`src/rtl/seg_display_mux_if.sv`:
```
// seg_display_mux_if: user-side data/dp/brightness inputs and sel/seg/frame display outputs.
interface seg_display_mux_if #(
  parameter int unsigned DIGITS   = 4,
  parameter int unsigned BRIGHT_W = 8
);
  logic [4*DIGITS-1:0] data;
  logic [DIGITS-1:0]   dp;
  logic [BRIGHT_W-1:0] brightness;
  logic                frame;
  logic [DIGITS-1:0]   sel;
  logic [7:0]          seg;

  // User logic drives the values, the display driver drives the pins
  modport master (output data, dp, brightness, input frame, sel, seg);
  modport slave  (input data, dp, brightness, output frame, sel, seg);
endinterface

```
`src/rtl/seg_display_mux.sv`:
```
// seg_display_mux: time-multiplexed common-anode 7-segment driver.
// Each digit slot starts with an anti-ghosting blank, then the digit is lit for
// brightness*STEP_TICKS ticks. Inputs are latched once per frame so digits never tear.
// Optional feature: define LEADING_ZERO_BLANK_EN to blank digits above the most
// significant nonzero nibble (digit 0 always shown).
module seg_display_mux #(
  parameter int unsigned DIGITS      = 4,
  parameter int unsigned BLANK_TICKS = 10,
  parameter int unsigned STEP_TICKS  = 1,
  parameter int unsigned BRIGHT_W    = 8
) (
  input  logic             clk,
  input  logic             rst_n,
  seg_display_mux_if.slave bus
);

  localparam int unsigned SLOT   = BLANK_TICKS + ((32'd1 << BRIGHT_W) - 32'd1) * STEP_TICKS;
  localparam int unsigned CNT_W  = (SLOT > 1) ? $clog2(SLOT) : 1;
  localparam int unsigned IDX_W  = (DIGITS > 1) ? $clog2(DIGITS) : 1;
  localparam int unsigned DATA_W = 4 * DIGITS;
  localparam logic [CNT_W-1:0] LAST_TICK = CNT_W'(SLOT - 1);
  localparam logic [IDX_W-1:0] LAST_IDX  = IDX_W'(DIGITS - 1);

  logic [CNT_W-1:0]    cnt_q, cnt_d;
  logic [IDX_W-1:0]    idx_q, idx_d;
  logic [DATA_W-1:0]   data_sh_q, data_sh_d;
  logic [DIGITS-1:0]   dp_sh_q, dp_sh_d;
  logic [BRIGHT_W-1:0] bright_sh_q, bright_sh_d;
  logic                load_pend_q, load_pend_d;
  logic                frame_q, frame_d;
  logic [DIGITS-1:0]   sel_q, sel_d;
  logic [7:0]          seg_q, seg_d;

  logic                slot_end;
  logic                frame_wrap;
  logic                shadow_load;
  logic [3:0]          nib;
  logic                dp_bit;
  logic [31:0]         tick;
  logic [31:0]         on_end;
  logic [DIGITS-1:0]   digit_sel;
  logic                blank_lead;

  // Active-low segment pattern, bit6=G .. bit0=A
  function automatic logic [6:0] hex_to_seg(input logic [3:0] v);
    logic [6:0] p;
    case (v)
      4'h0:    p = 7'b1000000;
      4'h1:    p = 7'b1111001;
      4'h2:    p = 7'b0100100;
      4'h3:    p = 7'b0110000;
      4'h4:    p = 7'b0011001;
      4'h5:    p = 7'b0010010;
      4'h6:    p = 7'b0000010;
      4'h7:    p = 7'b1111000;
      4'h8:    p = 7'b0000000;
      4'h9:    p = 7'b0010000;
      4'hA:    p = 7'b0001000;
      4'hB:    p = 7'b0000011;
      4'hC:    p = 7'b1000110;
      4'hD:    p = 7'b0100001;
      4'hE:    p = 7'b0000110;
      4'hF:    p = 7'b0001110;
      default: p = 7'b1111111;
    endcase
    return p;
  endfunction

  // Tick/digit counters, frame pulse and once-per-frame shadow capture
  always_comb begin
    slot_end    = (cnt_q == LAST_TICK);
    frame_wrap  = slot_end && (idx_q == LAST_IDX);
    shadow_load = frame_wrap || load_pend_q;
    cnt_d       = slot_end ? '0 : cnt_q + CNT_W'(1);
    idx_d       = idx_q;
    if (slot_end) begin
      idx_d = frame_wrap ? '0 : idx_q + IDX_W'(1);
    end
    frame_d     = frame_wrap;
    load_pend_d = 1'b0;
    data_sh_d   = shadow_load ? bus.data       : data_sh_q;
    dp_sh_d     = shadow_load ? bus.dp         : dp_sh_q;
    bright_sh_d = shadow_load ? bus.brightness : bright_sh_q;
  end

`ifdef LEADING_ZERO_BLANK_EN
  logic [IDX_W-1:0] msd;

  // Locate the most significant nonzero nibble; digits above it are blank
  always_comb begin
    msd = '0;
    for (int unsigned k = 0; k < DIGITS; k++) begin
      if (data_sh_q[4*k +: 4] != 4'h0) begin
        msd = IDX_W'(k);
      end
    end
    blank_lead = (idx_q > msd);
  end
`else
  assign blank_lead = 1'b0;
`endif

  // Next sel/seg for the current tick: blank lead-in, PWM on window, dark tail
  always_comb begin
    sel_d     = '1;
    seg_d     = 8'hFF;
    nib       = data_sh_q[{idx_q, 2'b00} +: 4];
    dp_bit    = dp_sh_q[idx_q];
    tick      = 32'(cnt_q);
    on_end    = 32'(BLANK_TICKS) + 32'(bright_sh_q) * 32'(STEP_TICKS);
    digit_sel = ~(DIGITS'(1) << idx_q);
    if ((tick >= 32'(BLANK_TICKS)) && (tick < on_end)) begin
      if (!blank_lead) begin
        sel_d = digit_sel;
        seg_d = {~dp_bit, hex_to_seg(nib)};
      end else if (dp_bit) begin
        sel_d = digit_sel;
        seg_d = 8'h7F;
      end
    end
  end

  // State and registered outputs; reset blanks the display without a clock
  always_ff @(posedge clk or negedge rst_n) begin
    if (!rst_n) begin
      cnt_q       <= '0;
      idx_q       <= '0;
      data_sh_q   <= '0;
      dp_sh_q     <= '0;
      bright_sh_q <= '0;
      load_pend_q <= 1'b1;
      frame_q     <= 1'b0;
      sel_q       <= '1;
      seg_q       <= 8'hFF;
    end else begin
      cnt_q       <= cnt_d;
      idx_q       <= idx_d;
      data_sh_q   <= data_sh_d;
      dp_sh_q     <= dp_sh_d;
      bright_sh_q <= bright_sh_d;
      load_pend_q <= load_pend_d;
      frame_q     <= frame_d;
      sel_q       <= sel_d;
      seg_q       <= seg_d;
    end
  end

  assign bus.frame = frame_q;
  assign bus.sel   = sel_q;
  assign bus.seg   = seg_q;

endmodule

```
`src/flat_wrapper.sv`:
```
// flat-port wrapper written by rule: the top's interface ports become plain ports
module seg_display_mux_flat 
#(
  parameter int unsigned DIGITS      = 4,
  parameter int unsigned BLANK_TICKS = 10,
  parameter int unsigned STEP_TICKS  = 1,
  parameter int unsigned BRIGHT_W    = 8
)
  (clk, rst_n, bus_data, bus_dp, bus_brightness, bus_frame, bus_sel, bus_seg);
  seg_display_mux_if #(.DIGITS(DIGITS), .BRIGHT_W(BRIGHT_W)) bus_i ();
  input  logic clk;
  input  logic rst_n;
  input wire logic [$bits(bus_i.data)-1:0] bus_data;
  input wire logic [$bits(bus_i.dp)-1:0] bus_dp;
  input wire logic [$bits(bus_i.brightness)-1:0] bus_brightness;
  output wire logic [$bits(bus_i.frame)-1:0] bus_frame;
  output wire logic [$bits(bus_i.sel)-1:0] bus_sel;
  output wire logic [$bits(bus_i.seg)-1:0] bus_seg;
  assign bus_i.data = bus_data;
  assign bus_i.dp = bus_dp;
  assign bus_i.brightness = bus_brightness;
  assign bus_frame = bus_i.frame;
  assign bus_sel = bus_i.sel;
  assign bus_seg = bus_i.seg;
  seg_display_mux #(.DIGITS(DIGITS), .BLANK_TICKS(BLANK_TICKS), .STEP_TICKS(STEP_TICKS), .BRIGHT_W(BRIGHT_W)) u_core (.clk(clk), .rst_n(rst_n), .bus(bus_i));
endmodule
```
`config.mk`:
```
export PLATFORM = sky130hd
export DESIGN_NAME = seg_display_mux_flat
export DESIGN_NICKNAME = d
export VERILOG_FILES = /design/src/rtl/seg_display_mux_if.sv /design/src/rtl/seg_display_mux.sv /design/src/flat_wrapper.sv
export SDC_FILE = /design/constraint.sdc
export NUM_CORES = 1
export LEC_CHECK = 0
export CAP_MARGIN = 20
export CORE_ASPECT_RATIO = 0.9
export CORE_MARGIN = 2
export CORE_UTILIZATION = 40
export DETAILED_ROUTE_END_ITERATION = 10
export GPL_TIMING_DRIVEN = 0
export HOLD_SLACK_MARGIN = 0.08
export PLACE_DENSITY_LB_ADDON = 0.05
export RECOVER_POWER = 100
export SETUP_SLACK_MARGIN = 0.3
export SYNTH_ARGS = -nofsm -noshare
export SYNTH_HDL_FRONTEND = slang
export SYNTH_SLANG_ARGS = --single-unit
```
`constraint.sdc`:
```
create_clock -name clk -period 2.7 [get_ports clk]
set_input_delay 0.54 -clock clk [delete_from_list [all_inputs] [get_ports clk]]
set_output_delay 0.54 -clock clk [all_outputs]
set_load 0.005 [all_outputs]
```
==> metrics, run 1 <==
Arrival @ worst endpoint 2.71 ns; per-cell routed wire length 14.0 um; relative max-transition margin 41.3%; maximum clock insertion buffer count 2; Seq. cell area 1350 um2; type of the most critical hold path in -> async; cell count after synthesis 230; cell at the slowest stage of the critical path or4_1; detailed-placement wirelength estimate 3870 um; total DRC errors in the routed layout 0; Die Wd 93.0 um; number of I/O port buffers 42; net switching power figure 0.465 mW; cell type with the largest total area after synthesis dfrtp_1; global placer's final weighted congestion 0.782; area occupied by multi-input gates 1440 um2; Worst-Skew Late Latency 0.30 ns; slew at the pin closest to its max-slew limit 0.881 ns; switching power as a share of total power 24.3%; reported leakage power 1.53 nW; post-synthesis cell type count 43; part of the total power dissipated in sequential elements 49.7%; share of the core filled with cells in the final layout 51.3%; post-route clock skew 0.0104 ns; clock tree root buffer cell clkbuf_8; placed inst area 3410 um2; CTS sink cnt 53; peak per-stage delay on the critical path 0.55 ns; share of synthesized flip-flops with an asynchronous set or reset 100%; Worst IR Drop VDD 0.207 mV; first-pass GRT wire length 9210 um; remaining global-route overflow 0; Logic pwr share 21.6%; worst hold slack 0.323 ns; Req. time, crit path 2.88 ns; minimum setup slack after placement 0.0276 ns; signed area change from the synthesized netlist to the final layout 25.4%; reported max-cap violation count 0; share of the clock period used by the worst path after layout 93.4%; routed wire length 5290 um; number of primary I/O pins 43; antenna diode count 0; total via count after detailed routing 1870; total of endpoints with negative setup slack in the final report 0; Yosys warning total 0; Setup TNS 0 ns; largest net degree at the start of global routing 38; fraction of final layout cells sized beyond drive strength 1 26.2%; CTS Buf Count 5; number of antenna violations at the first check in global routing 0; outcome finished clean; site row count 29; clock network fraction of design power 28.6%; final-report max-slew violation count 0; starting density of the core 40.9%; Die Area 7810 um2; highest-count cells in the layout ignoring fill and taps dfrtp_1, clkdlybuf4s50_1, ha_1; sequential share of the synthesized area 47.1%; worst path cell trace or4_1 > nor2_1 > and2_4 > nor2_2 > buf_6 > mux2_1; post-route cell area 3570 um2; leading cell type in the layout, fill and taps excluded dfrtp_1; RSZ-0062 raised after global routing yes; net count after synthesis 282; core region area 6970 um2; vias in the first global route 1849; number of enable flip-flop cells after synthesis 0; CP startpoint kind flop; Fill cells 661; count of endpoints failing hold in the final timing report 0; Setup crit start u_core.cnt_q[6]; synth top area cells dfrtp_1, dfstp_2, mux2_4; Synth Register Bits 53; H-tree lvl count 2; average instance area after synthesis 12.4 um2; total global routing track utilization 14.8%; Worst Slack Setup Final 0.179 ns; net total in the final layout 337; class of the most critical setup path reg -> reg; clock period minus final worst setup slack 2.52 ns; Max Clk Rate 397 MHz; Main synth FF type dfrtp_1; mapped cell area 2850 um2; worst reg2reg startpoint u_core.cnt_q[6]; internal cell power 1.45 mW; worst-path fanout max 10; CTS clock-pin slew for the worst setup and hold paths 0.09 ns; fraction of synthesized cell area taken by the top area cell type 35.1%; die outline height 84.1 um; iteration count of the initial detailed-routing pass 4; number of DRC markers in iteration 0 50; TritonCTS clock tree done; pwr/cell area 535 nW/um2; endpoint class of the critical path flop; ANT nets after route 0; mean number of vias per cell 4.93
[cell usage after synthesis, drive strengths merged (4+ instances only)]
| cell | n |
|---|---|
| mux2 | 29 |
| o21ai | 9 |
| a22oi | 4 |
| mux4 | 4 |
| dfstp | 13 |
| mux2i | 5 |
| nand3 | 7 |
| nand2 | 17 |
| buf | 5 |
| dfrtp | 40 |
| ha | 22 |
| nor2 | 15 |
| xnor2 | 6 |
| inv | 10 |
| xor2 | 6 |
[worst paths after layout]
check	depth (start not counted)	endpoint	slack, ns
hold / removal	1	u_core.cnt_q[6]	0.32
min in group clk	1	u_core.data_sh_q[5]	0.51
max in group asynchronous	2	u_core.idx_q[1]	1.01
setup / recovery	6	u_core.data_sh_q[2]	0.18
hold reg to reg	1	u_core.data_sh_q[5]	0.51
setup reg to reg	6	u_core.data_sh_q[2]	0.18
[flip-flops by register name, summed over array words and instances (netlist names)]
signal and flops:
u_core.bus.sel 4, u_core.bright_sh_q 8, u_core.dp_sh_q 4, u_core.bus.frame 1, u_core.bus.seg 8, u_core.load_pend_q 1, u_core.idx_q 2, u_core.data_sh_q 16
u_core.cnt_q 9
[layer usage]
layer	vias up	routed length (um)	track usage (%)
met2	40	2290	21.0
met5	-	0	0
li1	931	-	-
met4	0	53	4.01
met3	4	201	2.53
met1	895	2750	23.1
[cell families after synthesis]
kind of cell	share of synthesized area, %
AOI/OAI and AO/OA	7.07
adders and majority gates	9.66
buffers and inverters	2.85
other	0.132
muxes	19.0
xor gates and xnor gates	3.69
DFF	47.1
and+or+nand+nor	10.5
[repair_timing]
| action | 4_1_cts | 5_1_grt |
|---|---|---|
| setup endpoints to repair | 12 | 12 |
| buffers inserted | 2 | 2 |
| resized for setup | 21 | 8 |
| pin swaps | 8 | 4 |
| cloned | 1 | 0 |
| endpoints found under the hold margin | 0 | 0 |
| hold buffers | 0 | 0 |
[metrics by stage]
| step | total power, mW | std cells |
|---|---|---|
| global placement | 1.36 | 365 |
| global route | 2.02 | 379 |
| finish | 1.91 | 379 |
| floorplan | 1.18 | 230 |
| detailed placement | 1.36 | 366 |
| CTS | 1.97 | 377 |
[critical path, delay by kind of cell, from the launching register on]
kind	cells	cell delay, ns
buffers and inverters	1	0.19
multiplexers	1	0.32
AND/OR/NAND/NOR	4	1.43
flip-flops	1	0.46
[power by group through the flow]
stage          Clock [mW]  Sequential (mW)  Combinational (mW)
6_report            0.547            0.950               0.413
5_1_grt             0.599            0.964               0.462
4_1_cts             0.569            0.952               0.445
3_5_place_dp            0            0.964               0.400
3_3_place_gp            0            0.961               0.396
2_1_floorplan           0            0.956               0.220
[cell type report]
type | count | share of cell area (%)
buffer | 7 | 1.54
multi-input combinational | 160 | 40.4
clock inverter | 1 | 0.841
sequential | 53 | 37.7
inverter | 10 | 1.05
clock buffer | 7 | 2.42
timing repair buffer | 48 | 12.8
tap | 93 | 3.26
(Power assumes the default switching activity.)
==> run 2, diff against run 1 <==
ABC_CLOCK_PERIOD_IN_PS = 2300   (was default)
clock period = 2.3 ns   (was 2.7 ns; I/O delays follow)
==> run 2 against run 1 <==
  * The run now ends with setup timing left
  * Clock power grew 4.0%
  * Maximum frequency increased by 0.86%
  * Sequential cell count unchanged
  * Critical path depth grew 4
  * Sequential share of layout area decreased by 0.13 points
  * Non-clock buffer count up 5
  * Via count up 0.16%
  * Largest power group unchanged
  * Die area is the same
  * Global-route usage up 0.51 points
==> metrics, run 2 (synthesis gave the netlist of run 1 again) <==
outcome complete, but fails checks; failing checks setup timing; net total in the final layout 342; H-tree lvl count 2; CTS clock-pin slew for the worst setup and hold paths 0.09 ns; number of I/O port buffers 42; type of the most critical hold path reg -> reg; die outline height 84.1 um; count of endpoints failing hold in the final timing report 0; routed wire length 5390 um; TritonCTS clock tree done; total of endpoints with negative setup slack in the final report 12; Largest register FFs 16; clock network fraction of design power 26.1%; Arrival @ worst endpoint 2.73 ns; Req. time, crit path 2.53 ns; CP startpoint kind flop; RSZ-0062 raised after global routing yes; worst-path fanout max 5; global placer's final weighted congestion 0.793; Fill cells 664; first-pass GRT wire length 9470 um; largest net degree at the start of global routing 40; iteration count of the initial detailed-routing pass 4; post-route clock skew 0.00270 ns; CTS Buf Count 5; final-report max-slew violation count 0; post-route cell area 3590 um2; switching power as a share of total power 25.3%; total via count after detailed routing 1873; maximum clock insertion buffer count 2; CTS sink cnt 53; leading cell type in the layout, fill and taps excluded dfrtp_1; number of antenna violations at the first check in global routing 0; Worst-Skew Late Latency 0.30 ns; share of the core filled with cells in the final layout 51.5%; most flop-heavy register u_core.data_sh_q; slew at the pin closest to its max-slew limit 0.805 ns; site row count 29; reported leakage power 1.57 nW; reported max-cap violation count 0; signed area change from the synthesized netlist to the final layout 26.0%; highest-count cells in the layout ignoring fill and taps dfrtp_1, clkdlybuf4s50_1, ha_1, mux2_4, nand2_1; endpoint class of the critical path flop; Worst IR Drop VDD 0.345 mV; pwr/cell area 607 nW/um2; number of primary I/O pins 43; clock tree root buffer cell clkbuf_8; vias in the first global route 1917; Max Clk Rate 400 MHz; part of the total power dissipated in sequential elements 51.1%; clock period minus final worst setup slack 2.50 ns; starting density of the core 40.9%; total global routing track utilization 15.3%; Logic pwr share 22.8%; per-cell routed wire length 14.0 um; internal cell power 1.63 mW; worst path cell trace ha_4 > o21ai_2 > xor2_1 > ha_1 > and3_4 > a221o_1 > a221oi_2 > o21a_2 > buf_6 > o211ai_1; Die Area 7810 um2; relative max-transition margin 46.3%; antenna diode count 0; share of the clock period used by the worst path after layout 109%; ANT nets after route 0; Worst Slack Setup Final -0.199 ns; cell at the slowest stage of the critical path dfrtp_2; mean number of vias per cell 4.88; core region area 6970 um2; remaining global-route overflow 0; worst hold slack 0.503 ns; peak per-stage delay on the critical path 0.47 ns; class of the most critical setup path reg -> reg; biggest regs u_core.data_sh_q (16), u_core.cnt_q (9); Die Wd 93.0 um; placed inst area 3440 um2; fraction of final layout cells sized beyond drive strength 1 28.2%; number of DRC markers in iteration 0 63; total DRC errors in the routed layout 0; detailed-placement wirelength estimate 3880 um; net switching power figure 0.552 mW
## run 2: routing by layer
metal / vias to the layer above / wire, um / part of all wire [%] / track usage [%]
met4: 0 / 46 / 0.85 / 4.01
met1: 885 / 2910 / 54 / 24.2
met2: 49 / 2220 / 41 / 21.3
li1: 934 / - / - / -
met5: - / 0 / 0 / 0
met3: 5 / 211 / 3.9 / 2.71
## run 2: power by group through the flow
stage	Combinational, mW	Sequential [mW]	Clock [mW]
after global placement	0.476	1.13	0
after global routing	0.558	1.13	0.635
after detailed placement	0.484	1.13	0
final	0.498	1.11	0.569
after floorplan	0.269	1.13	0
after CTS	0.522	1.12	0.597
## run 2: stage by stage
step	setup WS, ns	power, mW	cells	TNS [ns]
6_report	-0.199	2.18	384	-2.06
3_3_place_gp	-0.847	1.61	365	-39.78
4_1_cts	-0.168	2.23	383	-1.70
5_1_grt	-0.299	2.32	384	-3.37
3_5_place_dp	-0.262	1.62	366	-2.72
2_1_floorplan	0.0217	1.39	230	0
## run 2: what timing repair did
item | in CTS | in global routing
setup buffers | 7 | 1
gates cloned | 1 | 0
hold buffers | 1 | 0
pin swaps | 2 | 0
setup endpoints to repair | 32 | 38
resized for setup | 9 | 6
hold endpoints to repair | 14 | 0
## run 2: critical path: cells and delay by family, from the launching register on
family,cells,cell delay (ns)
flops,1,0.47
xor+xnor,1,0.19
compound gates,5,1.00
fa+ha+maj,2,0.44
buf+inv,1,0.13
simple gates,1,0.18
## run 2: final cells by class
cell class | instances | area (um2) | area share [%]
Multi-Input combinational cell | 160 | 1450 | 40.3
Sequential cell | 53 | 1350 | 37.6
Timing Repair Buffer | 53 | 493 | 13.7
Tap cell | 93 | 116 | 3.24
Clock buffer | 7 | 96.3 | 2.68
Buffer | 7 | 45.0 | 1.25
Inverter | 10 | 37.5 | 1.05
Clock inverter | 1 | 5.00 | 0.139
## run 2: path summary, 6_finish.rpt
kind                       slack (ns)  cells after the start                   to             startpoint
max                             -0.20                     10    u_core.bus.seg[1]  u_core.bright_sh_q[1]
min                              0.50                      1  u_core.data_sh_q[9]    u_core.data_sh_q[9]
max reg2reg                     -0.20                     10    u_core.bus.seg[1]  u_core.bright_sh_q[1]
min reg2reg                      0.50                      1  u_core.data_sh_q[9]    u_core.data_sh_q[9]
max in group asynchronous        0.45                      3    u_core.bus.seg[1]                  rst_n
min in group asynchronous        0.76                      2      u_core.cnt_q[6]                  rst_n
